==> config.mk <==
export PLATFORM = sky130hd
export DESIGN_NAME = deserializador_flat
export DESIGN_NICKNAME = d
export VERILOG_FILES = /design/src/rtl/deserializador_if.sv /design/src/rtl/deserializador.sv /design/src/flat_wrapper.sv
export SDC_FILE = /design/constraint.sdc
export NUM_CORES = 1
export LEC_CHECK = 0
export BUFFER_PORTS_ARGS = -buffer_cell sky130_fd_sc_hd__buf_2
export CAP_MARGIN = 20
export CORE_MARGIN = 8
export CORE_UTILIZATION = 40
export CTS_BUF_LIST = sky130_fd_sc_hd__clkbuf_8 sky130_fd_sc_hd__clkbuf_16
export DETAILED_ROUTE_END_ITERATION = 7
export GPL_TIMING_DRIVEN = 0
export PLACE_DENSITY = 0.65
export RECOVER_POWER = 50
export SKIP_LAST_GASP = 1
export SLEW_MARGIN = 20
export SYNTH_ARGS = -nofsm -noshare
export SYNTH_HDL_FRONTEND = slang
export SYNTH_SLANG_ARGS = --single-unit
export TNS_END_PERCENT = 100
==> constraint.sdc <==
create_clock -name clk -period 4.8 [get_ports clk]
set_clock_uncertainty 0.2 [all_clocks]
set_input_delay 1.44 -clock clk [delete_from_list [all_inputs] [get_ports clk]]
set_output_delay 1.44 -clock clk [all_outputs]
set_load 0.01 [all_outputs]
==> src/rtl/deserializador_if.sv <==
// Serial-in / parallel-out bus for deserializador: two bit lines with a
// valid qualifier on the source side, and a valid/ready word port with status.
interface deserializador_if #(
  parameter int N = 9
);
  logic         A;
  logic         B;
  logic         in_valid;
  logic         out_ready;
  logic [N-1:0] word_a;
  logic [N-1:0] word_b;
  logic [N-1:0] word_and;
  logic         out_valid;
  logic         busy;
  logic [3:0]   bit_count;
  logic         overrun;

  // Drives the serial lines and the consumer's ready.
  modport master (
    output A, B, in_valid, out_ready,
    input  word_a, word_b, word_and, out_valid, busy, bit_count, overrun
  );

  // The receiver itself.
  modport slave (
    input  A, B, in_valid, out_ready,
    output word_a, word_b, word_and, out_valid, busy, bit_count, overrun
  );
endinterface

==> src/rtl/deserializador.sv <==
// Two-line LSB-first serial-to-parallel receiver: assembles N qualified bits
// per line, presents both words and their AND over a valid/ready handshake.
module deserializador #(
  parameter int N = 9
) (
  input  logic            clk,
  input  logic            reset,
  deserializador_if.slave bus
);

  if (N < 2 || N > 16) begin : g_bad_n
    $error("deserializador: N must be in 2..16");
  end

  typedef enum logic {
    IDLE  = 1'b0,
    SHIFT = 1'b1
  } state_t;

  localparam logic [3:0] LAST = 4'(N - 1);

  state_t       state_q, state_nxt;
  logic [3:0]   count_q, count_nxt;
  logic [N-1:0] sh_a_q, sh_a_nxt;
  logic [N-1:0] sh_b_q, sh_b_nxt;
  logic [N-1:0] word_a_q, word_b_q, word_and_q;
  logic         out_valid_q, out_valid_nxt;
  logic         overrun_q;
  logic         complete;
  logic         out_free;
  logic         load;
  logic         drop;

  // NOTE: every signal assigned here gets a default first so that no path
  // leaves it unassigned; a missing default would infer a latch.
  always_comb begin
    state_nxt = state_q;
    count_nxt = count_q;
    sh_a_nxt  = sh_a_q;
    sh_b_nxt  = sh_b_q;
    complete  = 1'b0;

    if (bus.in_valid) begin
      for (int i = 0; i < N; i++) begin
        if (count_q == 4'(i)) begin
          sh_a_nxt[i] = bus.A;
          sh_b_nxt[i] = bus.B;
        end
      end

      unique case (state_q)
        IDLE: begin
          count_nxt = 4'd1;
          state_nxt = SHIFT;
        end
        SHIFT: begin
          if (count_q == LAST) begin
            complete  = 1'b1;
            count_nxt = 4'd0;
            state_nxt = IDLE;
          end else begin
            count_nxt = count_q + 4'd1;
          end
        end
        default: begin
          count_nxt = 4'd0;
          state_nxt = IDLE;
        end
      endcase
    end
  end

  // A word finishing on the same edge the consumer takes the old one is not
  // an overrun: the output slot frees up exactly as the new word arrives.
  always_comb begin
    out_free      = !out_valid_q || bus.out_ready;
    load          = complete && out_free;
    drop          = complete && !out_free;
    out_valid_nxt = out_valid_q;
    if (load) begin
      out_valid_nxt = 1'b1;
    end else if (out_valid_q && bus.out_ready) begin
      out_valid_nxt = 1'b0;
    end
  end

  // NOTE: sequential state uses non-blocking assignments only, so every
  // register samples the pre-edge values regardless of statement order.
  always_ff @(posedge clk or posedge reset) begin
    if (reset) begin
      state_q <= IDLE;
      count_q <= 4'd0;
    end else begin
      state_q <= state_nxt;
      count_q <= count_nxt;
    end
  end

  // NOTE: the shift and word registers are plain flops, not a memory array,
  // so clearing them on reset is cheap and gives downstream a defined zero.
  always_ff @(posedge clk or posedge reset) begin
    if (reset) begin
      sh_a_q <= '0;
      sh_b_q <= '0;
    end else begin
      sh_a_q <= sh_a_nxt;
      sh_b_q <= sh_b_nxt;
    end
  end

  always_ff @(posedge clk or posedge reset) begin
    if (reset) begin
      word_a_q    <= '0;
      word_b_q    <= '0;
      word_and_q  <= '0;
      out_valid_q <= 1'b0;
      overrun_q   <= 1'b0;
    end else begin
      out_valid_q <= out_valid_nxt;
      if (load) begin
        word_a_q   <= sh_a_nxt;
        word_b_q   <= sh_b_nxt;
        word_and_q <= sh_a_nxt & sh_b_nxt;
      end
      if (drop) begin
        overrun_q <= 1'b1;
      end
    end
  end

  assign bus.word_a    = word_a_q;
  assign bus.word_b    = word_b_q;
  assign bus.word_and  = word_and_q;
  assign bus.out_valid = out_valid_q;
  assign bus.busy      = (state_q == SHIFT);
  assign bus.bit_count = count_q;
  assign bus.overrun   = overrun_q;

endmodule

==> src/flat_wrapper.sv <==
// flat-port wrapper written by rule: the top's interface ports become plain ports
module deserializador_flat 
#(
  parameter int N = 9
)
  (clk, reset, bus_A, bus_B, bus_in_valid, bus_out_ready, bus_word_a, bus_word_b, bus_word_and, bus_out_valid, bus_busy, bus_bit_count, bus_overrun);
  deserializador_if #(.N(N)) bus_i ();
  input  logic clk;
  input  logic reset;
  input wire logic [$bits(bus_i.A)-1:0] bus_A;
  input wire logic [$bits(bus_i.B)-1:0] bus_B;
  input wire logic [$bits(bus_i.in_valid)-1:0] bus_in_valid;
  input wire logic [$bits(bus_i.out_ready)-1:0] bus_out_ready;
  output wire logic [$bits(bus_i.word_a)-1:0] bus_word_a;
  output wire logic [$bits(bus_i.word_b)-1:0] bus_word_b;
  output wire logic [$bits(bus_i.word_and)-1:0] bus_word_and;
  output wire logic [$bits(bus_i.out_valid)-1:0] bus_out_valid;
  output wire logic [$bits(bus_i.busy)-1:0] bus_busy;
  output wire logic [$bits(bus_i.bit_count)-1:0] bus_bit_count;
  output wire logic [$bits(bus_i.overrun)-1:0] bus_overrun;
  assign bus_i.A = bus_A;
  assign bus_i.B = bus_B;
  assign bus_i.in_valid = bus_in_valid;
  assign bus_i.out_ready = bus_out_ready;
  assign bus_word_a = bus_i.word_a;
  assign bus_word_b = bus_i.word_b;
  assign bus_word_and = bus_i.word_and;
  assign bus_out_valid = bus_i.out_valid;
  assign bus_busy = bus_i.busy;
  assign bus_bit_count = bus_i.bit_count;
  assign bus_overrun = bus_i.overrun;
  deserializador #(.N(N)) u_core (.clk(clk), .reset(reset), .bus(bus_i));
endmodule
== Word level (Yosys, flattened, before mapping) ==
Cells that the tools add are included.
Cells by class
  $add $sub $neg: 1
  multiply operators: 0
  divide/modulo/power cells: 0
  order comparisons: 0
  eq/ne operators: 8
  shifts and indexed selects: 0
  muxes and demuxes: 29
  bitwise operators: 2
  reductions and logical operators: 8
Operators by type and width (count)
  1-bit two-way mux: 24
  9-bit two-way mux: 2
  4-bit by 3-bit == test with 1-bit output, second input constant: 4
  9-bit bitwise AND: 1
  4-bit by 2-bit == test with 1-bit output, second input constant: 2
  4-bit one-hot mux with 2 select lines: 1
  4-bit by 1-bit adder with 4-bit output, second input constant: 1
  4-bit by 1-bit == test with 1-bit output, second input constant: 1
  4-bit == test, second input constant: 1
  4-bit zero test: 1
  4-bit two-way mux: 1
  1-bit logical AND: 3
  1-bit zero test: 2
  1-bit one-hot mux with 2 select lines: 1
  2-bit nonzero test: 1
  1-bit logical OR: 1
  1-bit NOT: 1
Storage, ports and cells
  register bits: 52
  bits in latches: 0
  RAM bits: 0
  bits in read-only memories: 0
  memories kept: 0

== Depth between registers and ports, before layout ==
  word-level depth: 6
  mapped depth: 7

== Least setup slack after synthesis ==
OpenSTA, ideal clock, no wires.
  kind: input to register
  start: input bus_in_valid
  end: register u_core.word_b_q[2] (netlist: u_core.bus.word_b[2])
  setup time: 0.125 ns
  data arrival time: 2.606 ns
  setup slack: 1.869 ns
  stages on the path: 5
  path buffers: 1
  cells stage by stage: buf_4 -> nand2b_4 -> nor3b_1 -> mux2_2 -> mux2_2
RTL lines
  from (decl): line flat_wrapper.sv:12  | input wire logic [$bits(bus_i.in_valid)-1:0] bus_in_valid;
  9-bit two-way mux: line deserializador.sv:43  | if (bus.in_valid) begin
  via u_core.sh_b_nxt[2]: line deserializador.sv:25  | logic [N-1:0] sh_b_q, sh_b_nxt;
  to (signal assigned): line deserializador.sv:122  | word_b_q <= sh_b_nxt;
  to (decl): line deserializador.sv:26  | logic [N-1:0] word_a_q, word_b_q, word_and_q;
The timed path passes the listed nets, and every way through them passes these cells.
A chain may end at the register's enable or synchronous reset.

== Worst setup path in the final report ==
  start: input bus_in_valid
  end: register u_core.word_a_q[3] (netlist: u_core.bus.word_a[3])
RTL lines
  9-bit two-way mux: line deserializador.sv:43
  via u_core.sh_a_nxt[3]: line deserializador.sv:24  | logic [N-1:0] sh_a_q, sh_a_nxt;
  to (signal assigned): line deserializador.sv:121  | word_a_q <= sh_a_nxt;
  to (decl): line deserializador.sv:26
The timed path passes the listed nets, and every way through them passes these cells.

==> impl_metrics.ini <==
[status]
status = finished, final reports clean

[clocking]
cts_setup_buffers = 0
cts.sinks = 50
cts_tree = yes
cts_buffers = 5
clock_path_buffers = 2
cts_htree_levels = 2
clk_pin_slew_ns = 0.10
cts-hold-fix-buffers = 0
ctsResizeCount = 0
insertion_delay_of_the_later_clocked_pin_in_the_worst_skew_pair_ns = 0.31
ctsRootBufferMaster = sky130_fd_sc_hd__clkbuf_8

[pwr]
cellInternalPower_uw = 964.8
power_switching_share = 0.3407
comb_power_share = 0.357
power-per-cell-area_nw_per_um2 = 567.8
power.share.sequential = 0.467
switching_power_uw = 498.6
max_vdd_drop_uv = 239.4
p_leak_nw = 1.269
p_clk_frac = 0.177

[logic_synthesis]
synth_edf_count = 0
dominantRegCellSynth = sky130_fd_sc_hd__dfrtp_1
netlist_instances = 166
synthTopCellsByArea = sky130_fd_sc_hd__dfrtp_1, sky130_fd_sc_hd__mux2_2, sky130_fd_sc_hd__mux2_4, sky130_fd_sc_hd__nand2_1, sky130_fd_sc_hd__o21ai_0
syn-num-nets = 176
netlist_area_um2 = 2215
synth_async_reset_ratio = 1.000
synthDominantAreaCellType = sky130_fd_sc_hd__dfrtp_1
yosys_warnings = 0
proportion_of_netlist_area_held_by_the_largest_area_contributor = 0.5650
syn-mean-instance-area_um2 = 13.34
yosysMostFrequentCell = sky130_fd_sc_hd__dfrtp_1
synth.cells.most_frequent = sky130_fd_sc_hd__dfrtp_1, sky130_fd_sc_hd__mux2_2, sky130_fd_sc_hd__nand2_1
number_of_distinct_library_cells_after_synthesis = 26
ys_ff_latch = 50
ys_seq_area_frac = 0.5650

[grt]
grt-ovfl-total = 0
grt_antenna_before_repair = 0
number_of_global_route_vias_before_repair = 1504
grt_max_degree = 35
first_pass_grt_wire_length_um = 7210
grt_usage = 0.1090

[setup_path]
path_class = in -> reg
endpoint_kind = flop
cp_max_fo = 10
critPathArrivalTime_ns = 3.06
critical_path_required_ns = 4.81
critical_path.startpoint_type = input pin

[sta]
clock.fmax_ghz = 0.3279
worst_slew_margin_rel = 0.5451
final_period_minus_worst_setup_slack_ns = 3.050
final_hold_viol_count = 0
final_min_period_over_clock_period = 0.6354
worst_pin_slew_ns = 0.6815
number_of_max_slew_violations_in_the_final_report = 0
rsz0062_at_grt = false
timing.final.setup_violations = 0
fin_tns_setup_ns = 0

[route]
drt.antenna.violating_nets = 0
finalWirelength_um = 4275
routed-via-count = 1374
drt_first_pass_iters = 4
drt-initial-drc-count = 60
viasPerCell = 4.821
drc_errors = 0
detail_route.wl_per_cell_um = 15.00

[die]
die_area_um2 = 8174
die-height_um = 90.41
initial_utilization = 0.4072
rows = 27
core-area_um2 = 5439
num_io_pins = 40
die_width_um = 90.41

[place]
post_dp_cell_area_um2 = 2515
gpl_congestion = 0.7270
io_buffer_count = 38
estimated_wirelength_of_the_detail_placed_design_um = 3142

[layout]
syn2layout_area_growth_pct = 16.38
finish.net_count = 222
layout.cell_area.non_filler_um2 = 2577
antennaDiodeCount = 0
layout-drive-gt1-share = 0.4272
post-route-util = 0.4739

[flow_run]
drv_cap = 0

[hold_path]
timing.hold.worst.class = reg -> reg
metal layers:
layer / global-route usage / share of wire / up-vias
li1: - / - / 662
met1: 0.1289 / 0.46 / 686
met2: 0.1810 / 0.49 / 22
met3: 0.03824 / 0.038 / 4
met4: 0.03329 / 0.011 / 0
met5: 0 / 0 / -
path summary, 6_finish.rpt:
path | start | slack (ns) | cells past startpoint | endpoint
setup / recovery | bus_in_valid | 1.75 | 5 | u_core.bus.word_a[3]
hold / removal | u_core.bus.overrun | 0.29 | 1 | u_core.bus.overrun
setup reg to reg | u_core.bus.bit_count[0] | 2.65 | 4 | u_core.bus.word_a[3]
hold reg to reg | u_core.bus.overrun | 0.29 | 1 | u_core.bus.overrun
max in group asynchronous | reset | 2.77 | 3 | u_core.sh_b_q[7]
min in group asynchronous | reset | 1.02 | 2 | u_core.bus.overrun
stage by stage:
step           setup slack, ns  total power [mW]  hold slack [ns]  std cells
6_report                 1.750             1.463           0.2879        285
2_1_floorplan            1.869             1.059           0.2896        166
3_3_place_gp             1.314             1.241           0.2603        276
3_5_place_dp             1.716             1.253           0.2738        277
4_1_cts                  2.045             1.516           0.2964        285
5_1_grt                  1.642             1.572           0.3074        285
power groups by stage:
stage | Sequential [mW] | Combinational, mW | Clock [mW]
6_report | 0.683 | 0.522 | 0.258
5_1_grt | 0.710 | 0.578 | 0.284
4_1_cts | 0.687 | 0.560 | 0.268
3_5_place_dp | 0.694 | 0.559 | 0
3_3_place_gp | 0.693 | 0.548 | 0
2_1_floorplan | 0.731 | 0.329 | 0
flip-flops by register name, indices dropped and copies added (netlist names):
name and flops:
u_core.sh_a_q 8, u_core.bus.bit_count 4, u_core.bus.word_and 9, u_core.sh_b_q 8
u_core.bus.busy 1, u_core.bus.word_b 9, u_core.bus.out_valid 1, u_core.bus.overrun 1
u_core.bus.word_a 9
worst max-delay path, stage by stage:
cell and delay (ns):
sky130_fd_sc_hd__clkbuf_1 0.34, sky130_fd_sc_hd__nand2b_2 0.16, sky130_fd_sc_hd__nor3b_1 0.44, sky130_fd_sc_hd__mux2_2 0.41
sky130_fd_sc_hd__mux2_2 0.26
cells by family (layout without fill, tap and decap cells):
group / after synthesis / in the layout / synth area share
AOI/OAI and AO/OA: 17 / 17 / 0.04464
adders and majority gates: 4 / 4 / 0.02260
buffers and inverters: 12 / 59 / 0.03220
DFF: 50 / 50 / 0.5650
muxes: 43 / 43 / 0.2299
and+or+nand+nor: 40 / 40 / 0.1056
final cells by class:
class | instances | area, um2
timing repair buffer | 39 | 210.2
clock buffer | 5 | 68.82
buffer | 8 | 52.55
fill | 504 | 2861
inverter | 4 | 15.01
clock inverter | 3 | 28.78
sequential | 50 | 1251
tap | 72 | 90.09
multi-input combinational | 104 | 860.8
cells in the final DEF (no fill, tap or decap), drive strengths merged, types with 2 or more instances in the layout:
master	instances
a22o	2
buf	42
clkbuf	10
clkinv	2
dfrtp	50
ha	4
inv	5
mux2	42
nand2	25
nand2b	3
nand3	5
nor2	2
nor3b	3
o21ai	12
No activity file was read; power rests on OpenSTA's default activity.
